$ cat src/rtl/mux_4_1.sv
// Registered 4-to-1 address-source selector for the 8-bit RISC datapath.
// Codes 0..2 load LRa / inca / ea1; code 3 holds the current output.
module mux_4_1 (
    input  logic       clk,
    input  logic       rst,
    input  logic [7:0] LRa,
    input  logic [7:0] inca,
    input  logic [7:0] ea1,
    input  logic [1:0] mux1CR,
    output logic [7:0] mux1op
);

    // No handshake: a new selection is taken on every rising edge,
    // and the result is visible one cycle later from the register only.
    logic [7:0] mux_q;
    logic [7:0] mux_d;

    always_comb begin
        mux_d = mux_q;
        case (mux1CR)
            2'd0:    mux_d = LRa;
            2'd1:    mux_d = inca;
            2'd2:    mux_d = ea1;
            default: mux_d = mux_q;
        endcase
    end

    always_ff @(posedge clk or posedge rst) begin
        if (rst) begin
            mux_q <= 8'h00;
        end else begin
            mux_q <= mux_d;
        end
    end

    assign mux1op = mux_q;

endmodule

$ cat config.mk
export PLATFORM = sky130hd
export DESIGN_NAME = mux_4_1
export DESIGN_NICKNAME = d
export VERILOG_FILES = /design/src/rtl/mux_4_1.sv
export SDC_FILE = /design/constraint.sdc
export NUM_CORES = 1
export LEC_CHECK = 0
export BUFFER_PORTS_ARGS = -buffer_cell sky130_fd_sc_hd__buf_2
export CAP_MARGIN = 20
export CORE_MARGIN = 2
export CORE_UTILIZATION = 42
export CTS_CLUSTER_DIAMETER = 40
export DETAILED_ROUTE_END_ITERATION = 8
export PLACE_DENSITY = 0.87
export SLEW_MARGIN = 0
export SYNTH_ARGS = -nofsm -noshare
export SYNTH_HDL_FRONTEND = slang
export SYNTH_SLANG_ARGS = --single-unit
$ cat constraint.sdc
create_clock -name clk -period 0.8 [get_ports clk]
set_input_delay 0.04 -clock clk [delete_from_list [all_inputs] [get_ports clk]]
set_output_delay 0.04 -clock clk [all_outputs]
set_load 0.01 [all_outputs]
==> results of run 1 <==
## where the power goes
group	switching [mW]	internal (mW)	leakage (nW)
combinational	0.238	0.283	0.325
clock	0.144	0.172	0.0138
sequential	0.0312	0.465	0.0963
total	0.413	0.920	0.435
## metal layers
metal / vias to the layer above / part of all wire
met2: 31 / 0.46
met3: 5 / 0.083
met1: 264 / 0.43
met5: - / 0
met4: 0 / 0.032
li1: 275 / -
## worst paths after layout
check	startpoint	endpoint	slack, ns	cells after the start
min	inca[4]	mux1op[4]$_DFFE_PP0P_	0.04	3
max	mux1op[5]$_DFFE_PP0P_	mux1op[5]	-0.03	1
max in group asynchronous	rst	mux1op[6]$_DFFE_PP0P_	0.27	3
min in group asynchronous	rst	mux1op[1]$_DFFE_PP0P_	0.28	3
max reg2reg	mux1op[5]$_DFFE_PP0P_	mux1op[5]$_DFFE_PP0P_	0.02	3
min reg2reg	mux1op[0]$_DFFE_PP0P_	mux1op[0]$_DFFE_PP0P_	0.49	2
## through the flow
stage	area, um^2	power, mW	setup WS, ns
2_1_floorplan	666	0.810	-0.00729
3_3_place_gp	815	0.948	-0.230
3_5_place_dp	815	0.966	-0.286
4_1_cts	887	1.33	-0.0296
5_1_grt	887	1.41	-0.0553
6_report	887	1.33	-0.0348
## area by class of cell
type                       instances  area share
multi-input combinational         36       0.434
timing repair buffer              44       0.276
sequential                         8       0.226
clock buffer                       3      0.0254
tap                               16      0.0226
inverter                           3      0.0155
## cell families (layout without fill, tap and decap cells)
family	count (synthesis)	count (layout)	share of synthesized area
buffers and inverters	8	50	0.108
flip-flops	8	8	0.316
AO/OA/AOI/OAI	16	16	0.343
adder cells (fa/ha/maj)	3	3	0.0592
AND/OR/NAND/NOR	17	17	0.174
## cell usage in the layout, fill, tap and decap left out
| cell | Yosys | layout |
|---|---|---|
| sky130_fd_sc_hd__a211oi_2 | 2 | 2 |
| sky130_fd_sc_hd__a221oi_2 | 7 | 7 |
| sky130_fd_sc_hd__buf_2 | 0 | 35 |
| sky130_fd_sc_hd__buf_4 | 2 | 8 |
| sky130_fd_sc_hd__clkbuf_4 | 0 | 3 |
| sky130_fd_sc_hd__dfrtp_1 | 8 | 8 |
| sky130_fd_sc_hd__dlygate4sd3_1 | 0 | 1 |
| sky130_fd_sc_hd__ha_1 | 3 | 1 |
| sky130_fd_sc_hd__ha_2 | 0 | 1 |
| sky130_fd_sc_hd__ha_4 | 0 | 1 |
| sky130_fd_sc_hd__inv_1 | 3 | 2 |
| sky130_fd_sc_hd__inv_4 | 0 | 1 |
| sky130_fd_sc_hd__nand2_1 | 8 | 8 |
| sky130_fd_sc_hd__nor2b_1 | 1 | 1 |
| sky130_fd_sc_hd__nor2b_2 | 7 | 6 |
| sky130_fd_sc_hd__nor2b_4 | 0 | 1 |
| sky130_fd_sc_hd__nor3b_2 | 1 | 1 |
| sky130_fd_sc_hd__o31ai_2 | 7 | 7 |
## cell usage after synthesis
cell	instances
sky130_fd_sc_hd__a211oi_2	2
sky130_fd_sc_hd__buf_12	1
sky130_fd_sc_hd__nand2_1	8
sky130_fd_sc_hd__buf_4	2
sky130_fd_sc_hd__dfrtp_1	8
sky130_fd_sc_hd__inv_1	3
sky130_fd_sc_hd__o31ai_2	7
sky130_fd_sc_hd__nor3b_2	1
sky130_fd_sc_hd__nor2b_1	1
sky130_fd_sc_hd__a221oi_2	7
sky130_fd_sc_hd__nor2b_2	7
sky130_fd_sc_hd__buf_6	2
sky130_fd_sc_hd__ha_1	3
## repair_timing
item | 4_1_cts | 5_1_grt
setup buffers | 5 | 0
endpoints found under the setup margin | 13 | 8
gates resized for setup | 1 | 0
endpoints found under the hold margin | 8 | 0
cloned | 0 | 0
hold buffers | 1 | 0
pin swaps | 0 | 0
## worst reg2reg max path, delay by kind of cell, from the launching register on
family,cells,cell delay (ns)
DFF,1,0.39
buffers and inverters,1,0.14
and+or+nand+nor,1,0.07
AOI/OAI and AO/OA,1,0.07
==> run metrics, run 1 <==
run status finished, violations left; violated checks negative setup slack; number of antenna violations at the first check in global routing 0; routed len/inst 13.7 um; overall track demand over capacity in global routing 0.180; final worst slack -0.0348 ns; CTS H-Tree Depth 1; static leakage 0.435 nW; number of buffers inserted by port buffering 35; Clk pin slew, worst setup/hold paths 0.05 ns; Post-Syn Area 634 um^2; Yosys top cell area share 0.316; data required time at the worst endpoint ~0.76 ns; buffers from clock root to sink, at most 2; number of buffers created by CTS 3; clock tree skew after final layout 0 ns; final period utilization 1.04; clock sink count 8; crit path max-delay cell type sky130_fd_sc_hd__dfrtp_1; cell row count 14; largest area contributor in the synthesized netlist sky130_fd_sc_hd__dfrtp_1; buffers and inverters on the worst path 1; non-filler cells in the finished layout 110; FF+latch count, synth 8; slew at the pin closest to its max-slew limit 0.337 ns; final core area utilization 0.610; pin count of the biggest net entering global routing 17; clock latency reported for the late side of the worst-skew pair about 0.26 ns; Diodes inserted 0; relative slew slack 0.775; count of endpoints failing hold in the final timing report 0; Global Route met3 Usage 0.0213; nets@finish about 130; root buffer cell sky130_fd_sc_hd__clkbuf_4; combined flip-flop and latch cell area 200 um^2; # IOs 36; # fillers around 130; area taken by multi-input logic gates 385 um^2; largest driver fanout on the critical path 2; number of max-slew violations in the final report 0; cell family with the largest share of critical-path delay flip-flops; fraction of layout instances using a drive strength above 1 0.777; sequential fraction of the synthesis area 0.316; detailed-route DRC error count 0; iteration count of the initial detailed-routing pass 4; data arrival time of the worst path 0.79 ns; number of standard cells after synthesis 52; worst-case hold slack 0.0437 ns; category of the worst setup path capture point output port; height of the chip 42.9 um; met1 capacity usage during global routing 0.205; total congestion overflow after global routing 0; M2 GR Usage 0.303; unrepaired setup endpoints after global routing true; TritonCTS clock tree built; number of placed cells counting well taps 101; post-route setup TNS -0.101 ns; DP Wirelength roughly 1.1 mm; critical path class register to output port; ratio of total power to cell area 1500 nW/um^2; number of DRC markers in iteration 0 9; class of the tightest hold or removal check primary input to register; Critical Path Max Stage Delay a little under 0.4 ns; global-route wire length before repair 2.41 mm; width of the chip 42.9 um; Initial Util 0.436; startpoint types register; max-cap violation count 0; post-synth net total 83; Final GP Congestion 0.679; via count of the first global-routing pass 582; Max Freq 1200 MHz; global route hottest layer met2; count of final setup violators 7; DR vias 575; count of unique library cells instantiated by Yosys 13; DRT antenna net count 0; CP cell instances buf_2; mean instance size in the synthesized netlist 12.2 um^2; Yosys warning count 0; total routed wirelength 1.51 mm; worst IR drop on VDD 0.602 mV; top post-synthesis cells by area sky130_fd_sc_hd__dfrtp_1 32%, sky130_fd_sc_hd__a221oi_2 17%, sky130_fd_sc_hd__o31ai_2 14%; core region area about 1500 um^2; Tmin final 0.835 ns; DIE AREA 1840 um^2; max FFs per register 8; synth-to-layout area growth 39.8%; via density per instance 5.23
No activity file was read; power rests on OpenSTA's default activity.
==> run 2: changes to the inputs <==
--- a/config.mk
+++ b/config.mk
@@ -9,9 +9,11 @@
 export CAP_MARGIN = 20
 export CORE_MARGIN = 2
 export CORE_UTILIZATION = 42
+export CTS_BUF_LIST = sky130_fd_sc_hd__clkbuf_4 sky130_fd_sc_hd__clkbuf_8 sky130_fd_sc_hd__clkbuf_16
 export CTS_CLUSTER_DIAMETER = 40
 export DETAILED_ROUTE_END_ITERATION = 8
 export PLACE_DENSITY = 0.87
+export RECOVER_POWER = 100
 export SLEW_MARGIN = 0
 export SYNTH_ARGS = -nofsm -noshare
 export SYNTH_HDL_FRONTEND = slang
==> run 2 against run 1 <==
The run still ends with negative setup slack left. Non-clock buffer count did not move. Hold slack gained 0.0051 ns. Sequential power barely moved. Via count shrank 2.3%. Register-to-register slack is essentially flat. Setup slack better by 0.0057 ns. Combinational power down 2%. Clock-buffer cell count unchanged. Maximum frequency up 0.69%. First-iteration DRC count grew 22%. Critical path type unchanged. Critical endpoint unchanged. Largest power group unchanged.
==> run metrics, run 2 (synthesis gave the netlist of run 1 again) <==
Clk pin slew, worst setup/hold paths 0.05 ns (about the same); critical path class register to output port (unchanged); synth-to-layout area growth 38.7% (was 39.8%); fraction of power consumed by combinational cells 0.389 (was 0.391); Switching Share 0.306 (was 0.310); count of endpoints failing hold in the final timing report 0 (unchanged); Initial Util 0.436 (unchanged); Diodes inserted 0 (unchanged); max-cap violation count 0 (unchanged); buffers from clock root to sink, at most 2 (unchanged); overall track demand over capacity in global routing 0.180 (unchanged); # IOs 36 (unchanged); number of buffers inserted by port buffering 35 (unchanged); number of antenna violations at the first check in global routing 0 (unchanged); number of DRC markers in iteration 0 11 (was 9); via count of the first global-routing pass 582 (unchanged); total congestion overflow after global routing 0 (unchanged); DIE AREA 1840 um^2 (unchanged); worst IR drop on VDD 0.602 mV (about the same); ratio of total power to cell area 1500 nW/um^2 (about the same); final core area utilization 0.605 (was 0.610); core region area 1450 um^2 (unchanged); largest driver fanout on the critical path 2 (unchanged); max FFs per register 8 (unchanged); final period utilization 1.04 (about the same); detailed-route DRC error count 0 (unchanged); routed len/inst 13.8 um (was 13.7 um); post-route setup TNS -0.0745 ns (was -0.101 ns); number of buffers created by CTS 3 (unchanged); final worst slack -0.0290 ns (was -0.0348 ns); DR vias 562 (was 575); share of power burned in the clock network 0.235 (was 0.237); most used cells in the layout excluding fill and tap cells 34 x sky130_fd_sc_hd__buf_2, 8 x sky130_fd_sc_hd__nand2_1, 8 x sky130_fd_sc_hd__dfrtp_1, 7 x sky130_fd_sc_hd__a221oi_2 (was 35 x sky130_fd_sc_hd__buf_2, 8 x sky130_fd_sc_hd__nand2_1, 8 x sky130_fd_sc_hd__dfrtp_1, 8 x sky130_fd_sc_hd__buf_4); fraction of layout instances using a drive strength above 1 0.755 (was 0.777); height of the chip 42.9 um (unchanged); clock sink count 8 (unchanged); pin count of the biggest net entering global routing 17 (unchanged); cell row count 14 (unchanged); count of final setup violators 4 (was 7); clock tree skew after final layout 0 ns (unchanged); internal power summed over all cells 0.915 mW (was 0.920 mW); class of the tightest hold or removal check primary input to register (unchanged); startpoint types register (unchanged); unrepaired setup endpoints after global routing true (unchanged); width of the chip 42.9 um (unchanged); data required time at the worst endpoint 0.76 ns (about the same); CTS H-Tree Depth 1 (unchanged); relative slew slack 0.774 (was 0.775); Final GP Congestion 0.679 (unchanged); TritonCTS clock tree built (unchanged); CP cell instances buf_2 (unchanged); Critical Path Max Stage Delay 0.39 ns (about the same); total routed wirelength 1.52 mm (was 1.51 mm); most frequent standard cell in the layout excluding fill and tap cells sky130_fd_sc_hd__buf_2 (unchanged); slew at the pin closest to its max-slew limit 0.339 ns (was 0.337 ns); clock latency reported for the late side of the worst-skew pair 0.25 ns (was 0.26 ns); cell family with the largest share of critical-path delay flip-flops (unchanged); violated checks negative setup slack (unchanged); data arrival time of the worst path 0.79 ns (about the same); switching power 0.404 mW (was 0.413 mW); number of max-slew violations in the final report 0 (unchanged); DRT antenna net count 0 (unchanged); # fillers 127 (was 125); DP Wirelength 1.11 mm (unchanged); buffers and inverters on the worst path 1 (unchanged); nets@finish 127 (unchanged); Tmin final 0.829 ns (was 0.835 ns); iteration count of the initial detailed-routing pass 4 (unchanged); via density per instance 5.11 (was 5.23); run status finished, violations left (unchanged); crit path max-delay cell type sky130_fd_sc_hd__dfrtp_1 (unchanged); global-route wire length before repair 2.41 mm (unchanged); root buffer cell sky130_fd_sc_hd__clkbuf_4 (unchanged); category of the worst setup path capture point output port (unchanged); Max Freq 1210 MHz (was 1200 MHz); sequential share of power 0.376 (was 0.372); static leakage 0.433 nW (was 0.435 nW)
[run 2: power by group through the flow]
stage          sequential, mW  combinational (mW)  clock, mW
2_1_floorplan           0.530               0.279          0
3_3_place_gp            0.499               0.450          0
3_5_place_dp            0.504               0.463          0
4_1_cts                 0.494               0.523      0.314
5_1_grt                 0.500               0.555      0.345
6_report                0.496               0.513      0.311
[run 2: stage by stage]
stage	hold WS [ns]	power [mW]	cell area, um^2	setup slack [ns]	std cells
global placement	-0.00352	0.948	815	-0.230	101
floorplan	-0.144	0.810	666	-0.00729	52
global route	0.0695	1.40	880	-0.0553	110
finish	0.0487	1.32	880	-0.0290	110
CTS	0.0445	1.33	887	-0.0296	110
detailed placement	0.00634	0.966	815	-0.286	101
[run 2: cell type report]
class                   count  area (um^2)  area share
clock buffers               3         22.5      0.0256
inverters                   3         11.3      0.0128
multi-input cells          36          380       0.432
flip-flops and latches      8          200       0.228
well taps                  16         20.0      0.0228
repair buffers             44          245       0.279
[run 2: layer usage]
metal  global-route usage  routed length, um  vias up
li1                     -                  -      274
met5                    0                  0        -
met3               0.0213                119        2
met4                0.131                 24        0
met2                0.303                711       26
met1                0.205                659      260
[run 2: tightest hold or removal path, delay by kind of cell]
kind,cells,cell delay [ns]
buffers and inverters,1,0.10
and+or+nand+nor,1,0.06
AOI/OAI and AO/OA,1,0.06
[run 2: what timing repair did]
action,in CTS,in global routing
gates resized for setup,1,0
hold endpoints to repair,8,0
setup endpoints to repair,13,8
setup buffers,5,0
hold buffers,1,0
[run 2: worst paths after layout]
check	from	cells past startpoint	slack, ns	end
setup / recovery	mux1op[5]$_DFFE_PP0P_	1	-0.03	mux1op[5]
hold / removal	inca[4]	3	0.05	mux1op[4]$_DFFE_PP0P_
setup reg to reg	mux1op[5]$_DFFE_PP0P_	3	0.02	mux1op[5]$_DFFE_PP0P_
hold reg to reg	mux1op[0]$_DFFE_PP0P_	2	0.49	mux1op[0]$_DFFE_PP0P_
max in group asynchronous	rst	3	0.27	mux1op[6]$_DFFE_PP0P_
min in group asynchronous	rst	3	0.29	mux1op[1]$_DFFE_PP0P_
